File: config.mk
export PLATFORM = sky130hd
export DESIGN_NAME = seq_mult
export DESIGN_NICKNAME = d
export VERILOG_FILES = /design/src/rtl/seq_mult.sv
export SDC_FILE = /design/constraint.sdc
export NUM_CORES = 1
export LEC_CHECK = 0
export ABC_CLOCK_PERIOD_IN_PS = 6400
export CAP_MARGIN = 20
export CORE_MARGIN = 8
export CORE_UTILIZATION = 45
export CTS_BUF_LIST = sky130_fd_sc_hd__clkbuf_2 sky130_fd_sc_hd__clkbuf_4 sky130_fd_sc_hd__clkbuf_8
export DETAILED_ROUTE_END_ITERATION = 8
export PLACE_DENSITY = 0.86
export SKIP_LAST_GASP = 1
export SLEW_MARGIN = 40
export SYNTH_ARGS = -nofsm -noshare
export SYNTH_HDL_FRONTEND = slang
export SYNTH_SLANG_ARGS = --single-unit
File: constraint.sdc
create_clock -name Clk -period 6.4 [get_ports Clk]
set_input_delay 0.64 -clock Clk [delete_from_list [all_inputs] [get_ports Clk]]
set_output_delay 0.64 -clock Clk [all_outputs]
set_load 0.005 [all_outputs]
File: src/rtl/seq_mult.sv
// Sequential shift-add multiplier, WIDTH-bit operands, signed/unsigned per operation, valid/ready handshakes.
// Optional accumulate mode (product = running sum of results) enabled by defining SEQ_MULT_ACC_EN.
module seq_mult #(
  parameter int WIDTH = 8,
  parameter int CNT_W = $clog2(WIDTH + 1)
) (
  input  logic               Clk,
  input  logic               Reset_n,
  input  logic               in_valid,
  output logic               in_ready,
  input  logic               in_signed,
`ifdef SEQ_MULT_ACC_EN
  input  logic               in_acc,
`endif
  input  logic [WIDTH-1:0]   in_a,
  input  logic [WIDTH-1:0]   in_b,
  output logic               out_valid,
  input  logic               out_ready,
  output logic [2*WIDTH-1:0] product,
  output logic               X,
  output logic [WIDTH-1:0]   Aval,
  output logic [WIDTH-1:0]   Bval
);

  // DONE_ACC is only reachable when the accumulator is built in.
  typedef enum logic [1:0] {IDLE, CALC, DONE_ACC, DONE} state_t;

  state_t             state_r, state_n;
  logic               x_r, mode_r;
  logic [WIDTH-1:0]   a_r, b_r, s_r;
  logic [CNT_W-1:0]   count_r;
  logic               accept_s, last_s;
  logic [WIDTH:0]     ext_a_s, ext_s_s, sum_s;

  assign accept_s  = in_valid && (state_r == IDLE);
  assign last_s    = (count_r == CNT_W'(WIDTH - 1));
  assign in_ready  = (state_r == IDLE);
  assign out_valid = (state_r == DONE);
  assign X         = x_r;
  assign Aval      = a_r;
  assign Bval      = b_r;

  // State register.
  always_ff @(posedge Clk or negedge Reset_n) begin
    if (!Reset_n) state_r <= IDLE;
    else          state_r <= state_n;
  end

  // Next-state logic.
  always_comb begin
    state_n = state_r;
    case (state_r)
      IDLE: begin
        if (in_valid) state_n = CALC;
        else          state_n = IDLE;
      end
      CALC: begin
        if (last_s) begin
`ifdef SEQ_MULT_ACC_EN
          state_n = DONE_ACC;
`else
          state_n = DONE;
`endif
        end else begin
          state_n = CALC;
        end
      end
      DONE_ACC: state_n = DONE;
      DONE: begin
        if (out_ready) state_n = IDLE;
        else           state_n = DONE;
      end
      default: state_n = IDLE;
    endcase
  end

  // One add/subtract step; the final multiplier bit carries negative weight in signed mode.
  always_comb begin
    ext_a_s = mode_r ? {a_r[WIDTH-1], a_r} : {1'b0, a_r};
    ext_s_s = mode_r ? {s_r[WIDTH-1], s_r} : {1'b0, s_r};
    if (!b_r[0])               sum_s = {x_r, a_r};
    else if (mode_r && last_s) sum_s = ext_a_s - ext_s_s;
    else                       sum_s = ext_a_s + ext_s_s;
  end

  // Working registers: load on accept, shift {sum,B} right once per CALC cycle.
  always_ff @(posedge Clk or negedge Reset_n) begin
    if (!Reset_n) begin
      x_r     <= 1'b0;
      mode_r  <= 1'b0;
      a_r     <= {WIDTH{1'b0}};
      b_r     <= {WIDTH{1'b0}};
      s_r     <= {WIDTH{1'b0}};
      count_r <= {CNT_W{1'b0}};
    end else if (accept_s) begin
      x_r     <= 1'b0;
      mode_r  <= in_signed;
      a_r     <= {WIDTH{1'b0}};
      b_r     <= in_b;
      s_r     <= in_a;
      count_r <= {CNT_W{1'b0}};
    end else if (state_r == CALC) begin
      x_r     <= mode_r ? sum_s[WIDTH] : 1'b0;
      a_r     <= sum_s[WIDTH:1];
      b_r     <= {sum_s[0], b_r[WIDTH-1:1]};
      count_r <= count_r + CNT_W'(1);
    end
  end

`ifdef SEQ_MULT_ACC_EN
  logic [2*WIDTH-1:0] acc_r;
  logic               acc_mode_r;

  // Accumulator updates once, on the way from DONE_ACC into DONE.
  always_ff @(posedge Clk or negedge Reset_n) begin
    if (!Reset_n) begin
      acc_r      <= {(2*WIDTH){1'b0}};
      acc_mode_r <= 1'b0;
    end else if (accept_s) begin
      acc_mode_r <= in_acc;
    end else if (state_r == DONE_ACC) begin
      acc_r <= acc_mode_r ? (acc_r + {a_r, b_r}) : {a_r, b_r};
    end
  end

  assign product = acc_r;
`else
  assign product = {a_r, b_r};
`endif

endmodule
Word level (Yosys, flattened, before mapping)
Index checks and enable logic that the tools add are counted.
Storage, ports and cells
  output and inout port bits: 35
  register bits: 32
Cells by class
  equality and inequality tests: 4
  muxes and demuxes: 17
  reduce and logical (&&, ||, !) cells: 4
  add/subtract/negate cells: 3
Operator list (number)
  $mux 9: 4
  $mux 8: 4
  $add 9x9->9: 1
  $sub 9x9->9: 1
  $mux 4: 2
  $pmux 2 s4: 1
  $add 4x1->4 const B: 1
  $eq 2x2->1 const B: 2
  $eq 4x3->1 const B: 1
  $mux 1: 4
  $mux 2: 2
  $eq 2x1->1 const B: 1
  $logic_and 1x1->1: 2
  $logic_not 2->1: 1
  $reduce_bool 2->1: 1

Logic depth before layout (Yosys ltp)
  depth after elaboration: 7
  depth in mapped cells: 13

Worst setup path before layout
OpenSTA, ideal clock, no wires.
  kind: reg2reg
  from: register count_r[0]
  to: register a_r[6] (netlist: Aval[6])
  setup time: 130 ps
  required time: 6270 ps
  path slack: 3738 ps
  stages on the path, launching flop included: 13
  arrival: 2532 ps
  path through: dfrtp_1 ha_1 and3b_1 and2_1 clkbuf_1 mux2i_1 ha_1 nor2b_1 o21ai_0 a21oi_1 o32ai_1 xor2_1 o21ai_0
Between the ends
  word-level cells in the longest chain between the ends: 6
Ends and longest elaborated chain
  start: declaration: RTL line 31  | logic [CNT_W-1:0] count_r;
  start signal: assignment: RTL line 94  | count_r <= {CNT_W{1'b0}};
  start signal: assignment: RTL line 101  | count_r <= {CNT_W{1'b0}};
  start signal: assignment: RTL line 106  | count_r <= count_r + CNT_W'(1);
  $eq 4x3->1: RTL line 36  | assign last_s = (count_r == CNT_W'(WIDTH - 1));
  $logic_and 1x1->1: RTL line 82  | else if (mode_r && last_s) sum_s = ext_a_s - ext_s_s;
  $mux 9: RTL line 82
  $mux 9: RTL line 81  | if (!b_r[0]) sum_s = {x_r, a_r};
  $mux 8: RTL line 102  | end else if (state_r == CALC) begin
  $mux 8: RTL line 95  | end else if (accept_s) begin
  end signal: assignment: RTL line 91  | a_r <= {WIDTH{1'b0}};
  end signal: assignment: RTL line 98  | a_r <= {WIDTH{1'b0}};
  end signal: assignment: RTL line 104  | a_r <= sum_s[WIDTH:1];
  end: declaration: RTL line 30  | logic [WIDTH-1:0] a_r, b_r, s_r;
Every way passes these cells. The select of a mux whose other input is x is not followed.
A chain may end at the register's enable or synchronous reset.

Worst setup path after layout
Same ends and word-level chain as after synthesis.

==> summary.md <==
| Metric | Value |
|---|---|
| Status | complete, no violations |
| First-pass GRT wire length | 8.00 mm |
| Boundary pin count | 56 |
| Ant. Diodes | 0 |
| WL final | 4.84 mm |
| Reg clk slew, reported paths | 0.07 ns |
| Clk_skew | 0.00781 ns |
| Worst path max stage delay | 0.39 ns |
| Crit path max-delay cell type | dfrtp_1 |
| Vias in the first global route | 1,695 |
| Main flop type after synthesis | dfrtp_1 |
| Root Buffer | clkbuf_8 |
| Register area | 801 um^2 |
| Congestion Overflow GR | 0 |
| CTS Sinks | 32 |
| CTS tree | done |
| Initial DRC count | 102 |
| Largest net degree at the start of global routing | 33 |
| # setup viols final | 0 |
| Max Cap Viol | 0 |
| Pwr dens | 553 mW/mm^2 |
| GRT Util Overall | 0.136 |
| Total setup buffers inserted after CTS | 0 |
| GPL Wtd Cong | 0.845 |
| Relative slew margins | 0.598 |
| Min Tclk post-route | 2.88 ns |
| Crit-path max FO | 7 |
| Fillers | 422 |
| DIE HEIGHT | 84.2 um |
| Max clock buf depth | 2 |
| Vias | 1,739 |
| Distinct cells, synth | 40 |
| Drt wl/cell | 15.3 um |
| Period utilization | 0.450 |
| Synthesized area | 0.00209 mm^2 |
| Detail Route Antenna Nets | 0 |
| Sequential share of the synthesized area | 0.383 |
| Critical Path RT | 6.56 ns |
| Area delta synth->final | 27.8% |
| CTS Buf Count | 5 |
| Syn Inst Count | 223 |
| Final hold vios | 0 |
| Starting Density | 0.455 |
| Vias/cell | 5.50 |
| RSZ-0062 raised after global routing | false |
| Cell Chain, Critical Path | ha_1 > and3b_1 > and2_1 > mux2i_1 > ha_1 > nor2b_1 > o21ai_0 > a21oi_1 > o32ai_1 > xor2_1 > o21ai_0 |
| Syn_nets | 255 |
| Mean cell area of the mapped netlist | 9.39 um^2 |
| Worst EP arrival | 3.05 ns |
| Overall power | 1480 uW |
| Core Region | 0.00460 mm^2 |
| # hold bufs at CTS | 0 |
| CP Capture Type | flop |
| Initial antenna violation count | 0 |
| Yosys top cell area share | 0.383 |
| Std-Cell Rows | 25 |
| Cell family with most CP delay | compound AO/OA/AOI/OAI gates |
| Nets | 293 |
| Max rail drop VDD | 0.000186 V |
| Number of synthesized flops with an enable pin | 0 |
| Layout cell share with drive strength beyond 1 | 0.0802 |
| Leak | 0.00109 uW |
| Port Buf Inserts | 55 |
| HPWL Detailed | 3.71 mm |
| Clock Latency Late Sink | 0.29 ns |
| H-tree depth | 2 |
| Ranking of synthesized cells by area | dfrtp_1, buf_4, ha_1 |
| Slew Limit Fails | 0 |
| Synth Warn # | 0 |
| DR DRC count | 0 |
| Critical Path Start Type | flop |
| Setup TNS | 0 ns |
| Post-CTS sizing | 0 |
| Setup CP Type | flop to flop |
| Die Wd | 84.2 um |
| Asr flop ratio synth | 1.00 |
| Die area | 0.00709 mm^2 |
| F_max | 347 MHz |
| Area leader, netlist | dfrtp_1 |
| Seq cells post-synth | 32 |
| Slew of the pin with the lowest slew margin | 0.602 ns |
| CP Buf/Inv Count | 0 |
| Worst hold path type | flop to flop |
| DRT Pass-1 Iters | 4 |
| Footprint of the multi-input gates | 0.00111 mm^2 |
[cells in the final DEF (no fill, tap or decap), drive strengths merged, types with 7 or more instances in the layout]
| master | instances |
|---|---|
| ha | 10 |
| nor2 | 9 |
| a22oi | 10 |
| a21oi | 16 |
| mux2 | 7 |
| clkdlybuf4s50 | 55 |
| o21ai | 25 |
| dfrtp | 32 |
| inv | 8 |
| xnor2 | 10 |
| nor2b | 10 |
| nand2 | 16 |
[final timing paths]
kind | start | endpoint | slack (ns) | depth (start not counted)
setup / recovery | count_r[0] | Aval[6] | 3.52 | 11
hold / removal | count_r[2] | count_r[2] | 0.53 | 1
setup reg to reg | count_r[0] | Aval[6] | 3.52 | 11
hold reg to reg | count_r[2] | count_r[2] | 0.53 | 1
max in group asynchronous | Reset_n | s_r[3] | 5.37 | 2
min in group asynchronous | Reset_n | Bval[3] | 0.74 | 2
[worst reg2reg max path: cells and delay by family (launching register included)]
kind | cells | cell delay, ns
AND/OR/NAND/NOR | 3 | 0.59
AO/OA/AOI/OAI | 4 | 0.73
XOR/XNOR | 1 | 0.17
adder cells (fa/ha/maj) | 2 | 0.51
flip-flops | 1 | 0.39
multiplexers | 1 | 0.37
[flip-flops by register name, indices dropped and copies added (netlist names)]
signal   cells
s_r          8
Aval         8
mode_r       1
Bval         8
count_r      4
X            1
state_r      2
[final cells by class]
class                      count  share of cell area
multi-input combinational    158               0.414
clock inverter                 3              0.0159
sequential                    32               0.299
tap                           54              0.0253
inverter                       8              0.0112
clock buffer                   5              0.0257
timing repair buffer          56               0.209
[Yosys cell counts, types with 3 or more instances]
library cell and number:
a21oi_1 16, inv_1 8, dfrtp_1 32, nand3b_1 3, a22oi_1 10, mux2i_1 5, buf_4 17, nor2b_1 10
ha_1 10, nand2_1 16, nor3_1 6, xnor2_1 10, o21ai_0 25, clkbuf_1 5, mux2_2 7, xor2_1 3
nor2_1 9, and2_1 3
[per-stage QoR]
| stage | util | instances | cell area, um^2 | setup slack [ns] | hold slack [ns] |
|---|---|---|---|---|---|
| floorplan | - | 223 | 2090 | 3.74 | 0.344 |
| global placement | 0.556 | 308 | 2560 | 3.64 | 0.501 |
| detailed placement | 0.558 | 308 | 2560 | 3.56 | 0.519 |
| CTS | 0.582 | 316 | 2680 | 3.54 | 0.532 |
| global route | 0.582 | 316 | 2680 | 3.30 | 0.572 |
| finish | 0.582 | 316 | 2680 | 3.52 | 0.533 |
[layer usage]
| layer | global-route usage | routed length [um] |
|---|---|---|
| met1 | 0.160 | 1980 |
| met2 | 0.221 | 2450 |
| met3 | 0.0426 | 305 |
| met4 | 0.0612 | 102 |
| met5 | 0 | 0 |
[power breakdown]
group	leakage [uW]	total [uW]	internal [uW]	switching (uW)
Sequential	0.000401	434	294	140
Combinational	0.000631	853	463	390
Clock	0.0000541	191	115	75.9
[cells by family (layout without fill, tap and decap cells)]
family	after synthesis	count (layout)	synth area share
DFF	32	32	0.383
buffers and inverters	33	72	0.0915
muxes	12	12	0.0616
adders and majority gates	11	11	0.0693
and+or+nand+nor	55	55	0.141
xor gates and xnor gates	13	13	0.0544
AOI/OAI and AO/OA	67	67	0.200
Note: power is estimated with default switching activity, not from simulation.
